==> src/rtl/emio_gpio_pkg.sv <==
// Shared types and helpers for the EMIO GPIO conditioner.
// Width helper keeps the debounce counter at least one bit wide in bypass mode.
package emio_gpio_pkg;

   localparam int NUM_CH_MAX = 64;

   typedef struct packed {
      logic rise_en;
      logic fall_en;
   } edge_cfg_t;

   function automatic int clog2_cnt(input int debounce_cycles);
      int w;
      w = $clog2(debounce_cycles + 1);
      return (w < 1) ? 1 : w;
   endfunction

endpackage

==> src/rtl/gpio_debounce_ch.sv <==
// One GPIO input channel: synchroniser, debounce filter and edge pulses.
// Pulses are high for the single cycle after the stable value d changes.
module gpio_debounce_ch
   import emio_gpio_pkg::*;
#(
   parameter int SYNC_STAGES     = 2,
   parameter int DEBOUNCE_CYCLES = 1000,
   parameter int CNT_W           = clog2_cnt(DEBOUNCE_CYCLES)
) (
   input  logic clk,
   input  logic rst,
   input  logic pin_i,
   output logic d,
   output logic rise_pulse,
   output logic fall_pulse
);

   logic [SYNC_STAGES-1:0] sync_q;
   logic                   s;
   logic                   d_q;
   logic                   d_prev_q;

   always_ff @(posedge clk) begin
      if (rst) begin
         sync_q <= '0;
      end else begin
         sync_q <= {sync_q[SYNC_STAGES-2:0], pin_i};
      end
   end

   assign s = sync_q[SYNC_STAGES-1];

   generate
      if (DEBOUNCE_CYCLES == 0) begin : g_bypass
         always_ff @(posedge clk) begin
            if (rst) begin
               d_q <= 1'b0;
            end else begin
               d_q <= s;
            end
         end
      end else begin : g_filter
         localparam logic [CNT_W-1:0] CNT_TC = CNT_W'(DEBOUNCE_CYCLES - 1);
         logic [CNT_W-1:0] cnt_q;

         // Counter restarts whenever s returns to d, so split glitches never accumulate.
         always_ff @(posedge clk) begin
            if (rst) begin
               cnt_q <= '0;
               d_q   <= 1'b0;
            end else if (s == d_q) begin
               cnt_q <= '0;
            end else if (cnt_q == CNT_TC) begin
               d_q   <= s;
               cnt_q <= '0;
            end else begin
               cnt_q <= cnt_q + 1'b1;
            end
         end
      end
   endgenerate

   always_ff @(posedge clk) begin
      if (rst) begin
         d_prev_q <= 1'b0;
      end else begin
         d_prev_q <= d_q;
      end
   end

   assign d          = d_q;
   assign rise_pulse = d_q & ~d_prev_q;
   assign fall_pulse = ~d_q & d_prev_q;

endmodule

==> src/rtl/emio_gpio_conditioner.sv <==
// PL-side conditioner between the PS7 EMIO GPIO bank and FMC pads.
// Registered output pass-through, filtered inputs, sticky edge status and one level IRQ.
module emio_gpio_conditioner
   import emio_gpio_pkg::*;
#(
   parameter int NUM_CH          = 6,
   parameter int SYNC_STAGES     = 2,
   parameter int DEBOUNCE_CYCLES = 1000
) (
   input  logic              clk,
   input  logic              rst,
   input  logic [NUM_CH-1:0] ps_gpio_o,
   input  logic [NUM_CH-1:0] ps_gpio_t,
   output logic [NUM_CH-1:0] ps_gpio_i,
   input  logic [NUM_CH-1:0] pin_i,
   output logic [NUM_CH-1:0] pin_o,
   output logic [NUM_CH-1:0] pin_t,
   input  logic [NUM_CH-1:0] rise_en,
   input  logic [NUM_CH-1:0] fall_en,
   input  logic [NUM_CH-1:0] irq_mask,
   input  logic [NUM_CH-1:0] irq_clr,
   output logic [NUM_CH-1:0] irq_status,
   output logic              irq
);

   localparam int CNT_W = clog2_cnt(DEBOUNCE_CYCLES);

   edge_cfg_t         edge_cfg [NUM_CH];
   logic [NUM_CH-1:0] d_vec;
   logic [NUM_CH-1:0] rise_vec;
   logic [NUM_CH-1:0] fall_vec;
   logic [NUM_CH-1:0] set_vec;
   logic [NUM_CH-1:0] status_q;
   logic              irq_q;

   generate
      for (genvar ch = 0; ch < NUM_CH; ch++) begin : g_ch
         gpio_debounce_ch #(
            .SYNC_STAGES     (SYNC_STAGES),
            .DEBOUNCE_CYCLES (DEBOUNCE_CYCLES),
            .CNT_W           (CNT_W)
         ) u_ch (
            .clk        (clk),
            .rst        (rst),
            .pin_i      (pin_i[ch]),
            .d          (d_vec[ch]),
            .rise_pulse (rise_vec[ch]),
            .fall_pulse (fall_vec[ch])
         );

         assign edge_cfg[ch] = '{rise_en: rise_en[ch], fall_en: fall_en[ch]};
         assign set_vec[ch]  = (rise_vec[ch] & edge_cfg[ch].rise_en) |
                               (fall_vec[ch] & edge_cfg[ch].fall_en);
      end
   endgenerate

   // Set has priority over clear so an edge landing with a clear pulse is not lost.
   always_ff @(posedge clk) begin
      if (rst) begin
         pin_o    <= '0;
         pin_t    <= '1;
         status_q <= '0;
         irq_q    <= 1'b0;
      end else begin
         pin_o    <= ps_gpio_o;
         pin_t    <= ps_gpio_t;
         status_q <= (status_q & ~irq_clr) | set_vec;
         irq_q    <= |(status_q & ~irq_mask);
      end
   end

   assign ps_gpio_i  = d_vec;
   assign irq_status = status_q;
   assign irq        = irq_q;

endmodule
==> config.mk <==
export PLATFORM = sky130hd
export DESIGN_NAME = emio_gpio_conditioner
export DESIGN_NICKNAME = d
export VERILOG_FILES = /design/src/rtl/emio_gpio_pkg.sv /design/src/rtl/gpio_debounce_ch.sv /design/src/rtl/emio_gpio_conditioner.sv
export SDC_FILE = /design/constraint.sdc
export NUM_CORES = 1
export LEC_CHECK = 0
export ABC_AREA = 0
export CORE_MARGIN = 5
export CORE_UTILIZATION = 47
export CTS_CLUSTER_DIAMETER = 30
export DETAILED_ROUTE_END_ITERATION = 7
export GPL_TIMING_DRIVEN = 0
export PLACE_DENSITY_LB_ADDON = 0.2
export SKIP_LAST_GASP = 1
export SYNTH_ARGS = -nofsm -noshare
export SYNTH_HDL_FRONTEND = slang
export SYNTH_SLANG_ARGS = --single-unit
==> constraint.sdc <==
create_clock -name clk -period 1.3 [get_ports clk]
set_input_delay 0.39 -clock clk [delete_from_list [all_inputs] [get_ports clk]]
set_output_delay 0.39 -clock clk [all_outputs]
set_load 0.02 [all_outputs]
==> metrics.csv <==
metric;value;unit
status;complete, but fails checks;
violations;setup timing;
yosysTopAreaCell;dfxtp_1;
vias;3737;
ys_seq_area_frac;0.4850;
whs_path_depth;2;
busiest_layer;met2;
reg2reg_to;g_ch[3].u_ch.g_filter.cnt_q[8];
grt_max_degree;17;
area_growth_syn_to_layout;46.94;%
crit_chain;ha_4 > buf_6 > nand4_1 > or3_1 > a31oi_1;
p_leak;2.081;nW
remaining_drc_errors;0;
clk_path_buf_depth;2;
synth_area;0.004252;sq mm
seq_area;0.002187;sq mm
cp_max_fo;4;
holdBufCountCts;0;
drtPass1Iterations;4;
yosysTopAreaCellShare;0.4850;
synth_warnings;0;
max_freq;0.7097;GHz
htreeDepth;3;
pre_cts_ws;-336.0;ps
wirelength;10.87;mm
wl_per_cell;16.01;um
synthSimpleGateAreaFrac;0.2496;
die_h;105.1;um
grt_pass1_vias;3641;
arrival;1680;ps
gp_congestion;0.7637;
start_kind;flip-flop;
fin_util;0.7129;
grt_pass1_wl;17.13;mm
synth_fa_ha_area_frac;0.01766;
synth_edf_count;0;
ant_nets;0;
min_from;rst;
tritoncts;built;
syn-instance-count;443;
n_antenna_cell;0;
slew_violations;0;
holdPathEnd;pin_o[1];
setup_viol;29;
max-slew-margin-rel;0.5120;
fin_area;0.006247;sq mm
dp.final_hpwl;6.913;mm
critPathKind;flip-flop to flip-flop;
dp.cells;618;
maxCapViolations;0;
synth-xor-area-share;0.04944;
reg2reg_slack;-110;ps
cts_root_buffer;clkbuf_8;
synth_top_family_by_area;simple AND/OR/NAND/NOR gates;
synth_nets;493;
core;0.008763;sq mm
cts.clk_slew.worst_paths;90;ps
antenna_found_initial;0;
stdcell_count;679;
ys_types;43;
rr_worst_depth;5;
worst_slack;-109.0;ps
rsz0062_at_grt;yes;
slowest_stage;or3_1;
drt_iter0_drc;120;
required;1580;ps
numCtsBuffers;9;
grt_use_met3;0.07152;
syn-mean-instance-area;9.597;sq um
worst_pin_slew;732.0;ps
skew;13.70;ps
io_buffers;67;
async_flop_share;0;
cts.sinks;103;
synth.area.mux_share;0;
multiInputGateArea;0.002512;sq mm
ir_worst_vdd;0.0008017;V
clkLatencyLatePin;360;ps
r2r_start;g_ch[3].u_ch.g_filter.cnt_q[0];
holdCritPathClass;input port to flip-flop;
grt_use_met1;0.2204;
start_util;0.4852;
synth_common_cells;dfxtp_1, nor2_1, nand2_1;
chipWidth;105.1;um
fin_crit_sh;1.084;
ioPinCount;69;
dieArea;0.01105;sq mm
slowest_delay;390;ps
dpl_cell_area;0.005165;sq mm
vias_per_cell;5.504;
layout-drive-gt1-share;0.4046;
synth_seq_cells;103;
synth.most_common_cell;dfxtp_1;
fin_nets;616;
min_period;1409;ps
synth_area_leaders;dfxtp_1, nor2b_1, xor2_1;
synth-compound-area-share;0.1574;
finalSetupTns;-1073;ps
finalHoldViolCount;0;
grt_usage;0.1877;
p_per_area;942.2;mW/mm^2
cp-end-kind;flip-flop;
ys.flop_type;dfxtp_1;
num-fill-cells;620;
num_rows;34;
use_met2;0.3255;
grt-ovfl-total;0;
kinds of logic (layout without fill, tap and decap cells):
| kind of cell | Yosys count | count (layout) |
|---|---|---|
| adder cells (fa/ha/maj) | 6 | 6 |
| XOR/XNOR | 24 | 24 |
| buffers and inverters | 40 | 168 |
| flip-flops | 103 | 103 |
| AND/OR/NAND/NOR | 179 | 179 |
| AO/OA/AOI/OAI | 91 | 91 |
layer usage:
layer  part of all wire  wire (um)
met2               0.50       5489
met1               0.42       4574
met5                  0          0
met4              0.013        138
met3              0.062        670
layout by cell type (no fill, tap or decap), types with 18 or more instances in the layout:
master           Yosys  layout
buf_6                0      18
inv_1               27      27
dfxtp_4              0      23
clkdlybuf4s50_1      0      42
nand2_1             32      28
dfxtp_1            103      49
nor2b_1             24      24
nor2_1              35      27
dfxtp_2              0      31
buf_2                1      18
buf_4                6      42
registers in the layout, summed over array words and instances (netlist names):
name and count:
g_ch.u_ch.g_filter.cnt_q 60, g_ch.u_ch.sync_q 12, g_ch.u_ch.d 6, g_ch.u_ch.d_prev_q 6, irq_status 6, pin_o 6, pin_t 6, irq 1
cell type report:
type,count,area share
Multi-Input combinational cell,300,0.4022
Clock buffer,10,0.02203
Clock inverter,6,0.01722
Sequential cell,103,0.3501
Tap cell,108,0.02163
Buffer,7,0.007010
Inverter,28,0.01722
Timing Repair Buffer,117,0.1626
how the worst max path moves through the flow:
stage | from | to | slack (ps) | cells past startpoint
final | g_ch[3].u_ch.g_filter.cnt_q[0] | g_ch[3].u_ch.g_filter.cnt_q[8] | -110 | 5
after global routing | g_ch[3].u_ch.g_filter.cnt_q[0] | g_ch[3].u_ch.g_filter.cnt_q[8] | -170 | 5
after CTS | g_ch[0].u_ch.d | ps_gpio_i[0] | -90 | 2
after detailed placement | rst | g_ch[5].u_ch.g_filter.cnt_q[9] | -340 | 5
after global placement | rst | g_ch[5].u_ch.g_filter.cnt_q[9] | -330 | 5
after floorplan | g_ch[5].u_ch.g_filter.cnt_q[1] | g_ch[5].u_ch.d | -50 | 4
per-stage QoR:
| stage | power, mW | hold WS (ps) |
|---|---|---|
| floorplan | 3.393 | 395.6 |
| global placement | 3.591 | 403.7 |
| detailed placement | 3.596 | 410.4 |
| CTS | 5.948 | 328.6 |
| global route | 6.082 | 350.4 |
| finish | 5.886 | 351.2 |
report_power, final:
part | switching [mW] | total [mW] | internal, mW | leakage [nW]
logic | 0.145 | 0.329 | 0.184 | 1.09
clock network | 1.06 | 2.39 | 1.33 | 0.122
registers | 0.0200 | 3.17 | 3.15 | 0.870
total | 1.23 | 5.89 | 4.66 | 2.08
repair_timing:
action	CTS	global route
buffers inserted	34	16
pin swaps	22	29
gates resized for setup	185	83
cloned	0	0
setup endpoints to repair	78	59
critical path, delay by kind of cell (launching register included):
family                   cells  cell delay, ps
AND/OR/NAND/NOR              2             550
flip-flops                   1             360
adder cells (fa/ha/maj)      1             170
AO/OA/AOI/OAI                1             150
buffers and inverters        1             100
(Power assumes the default switching activity.)
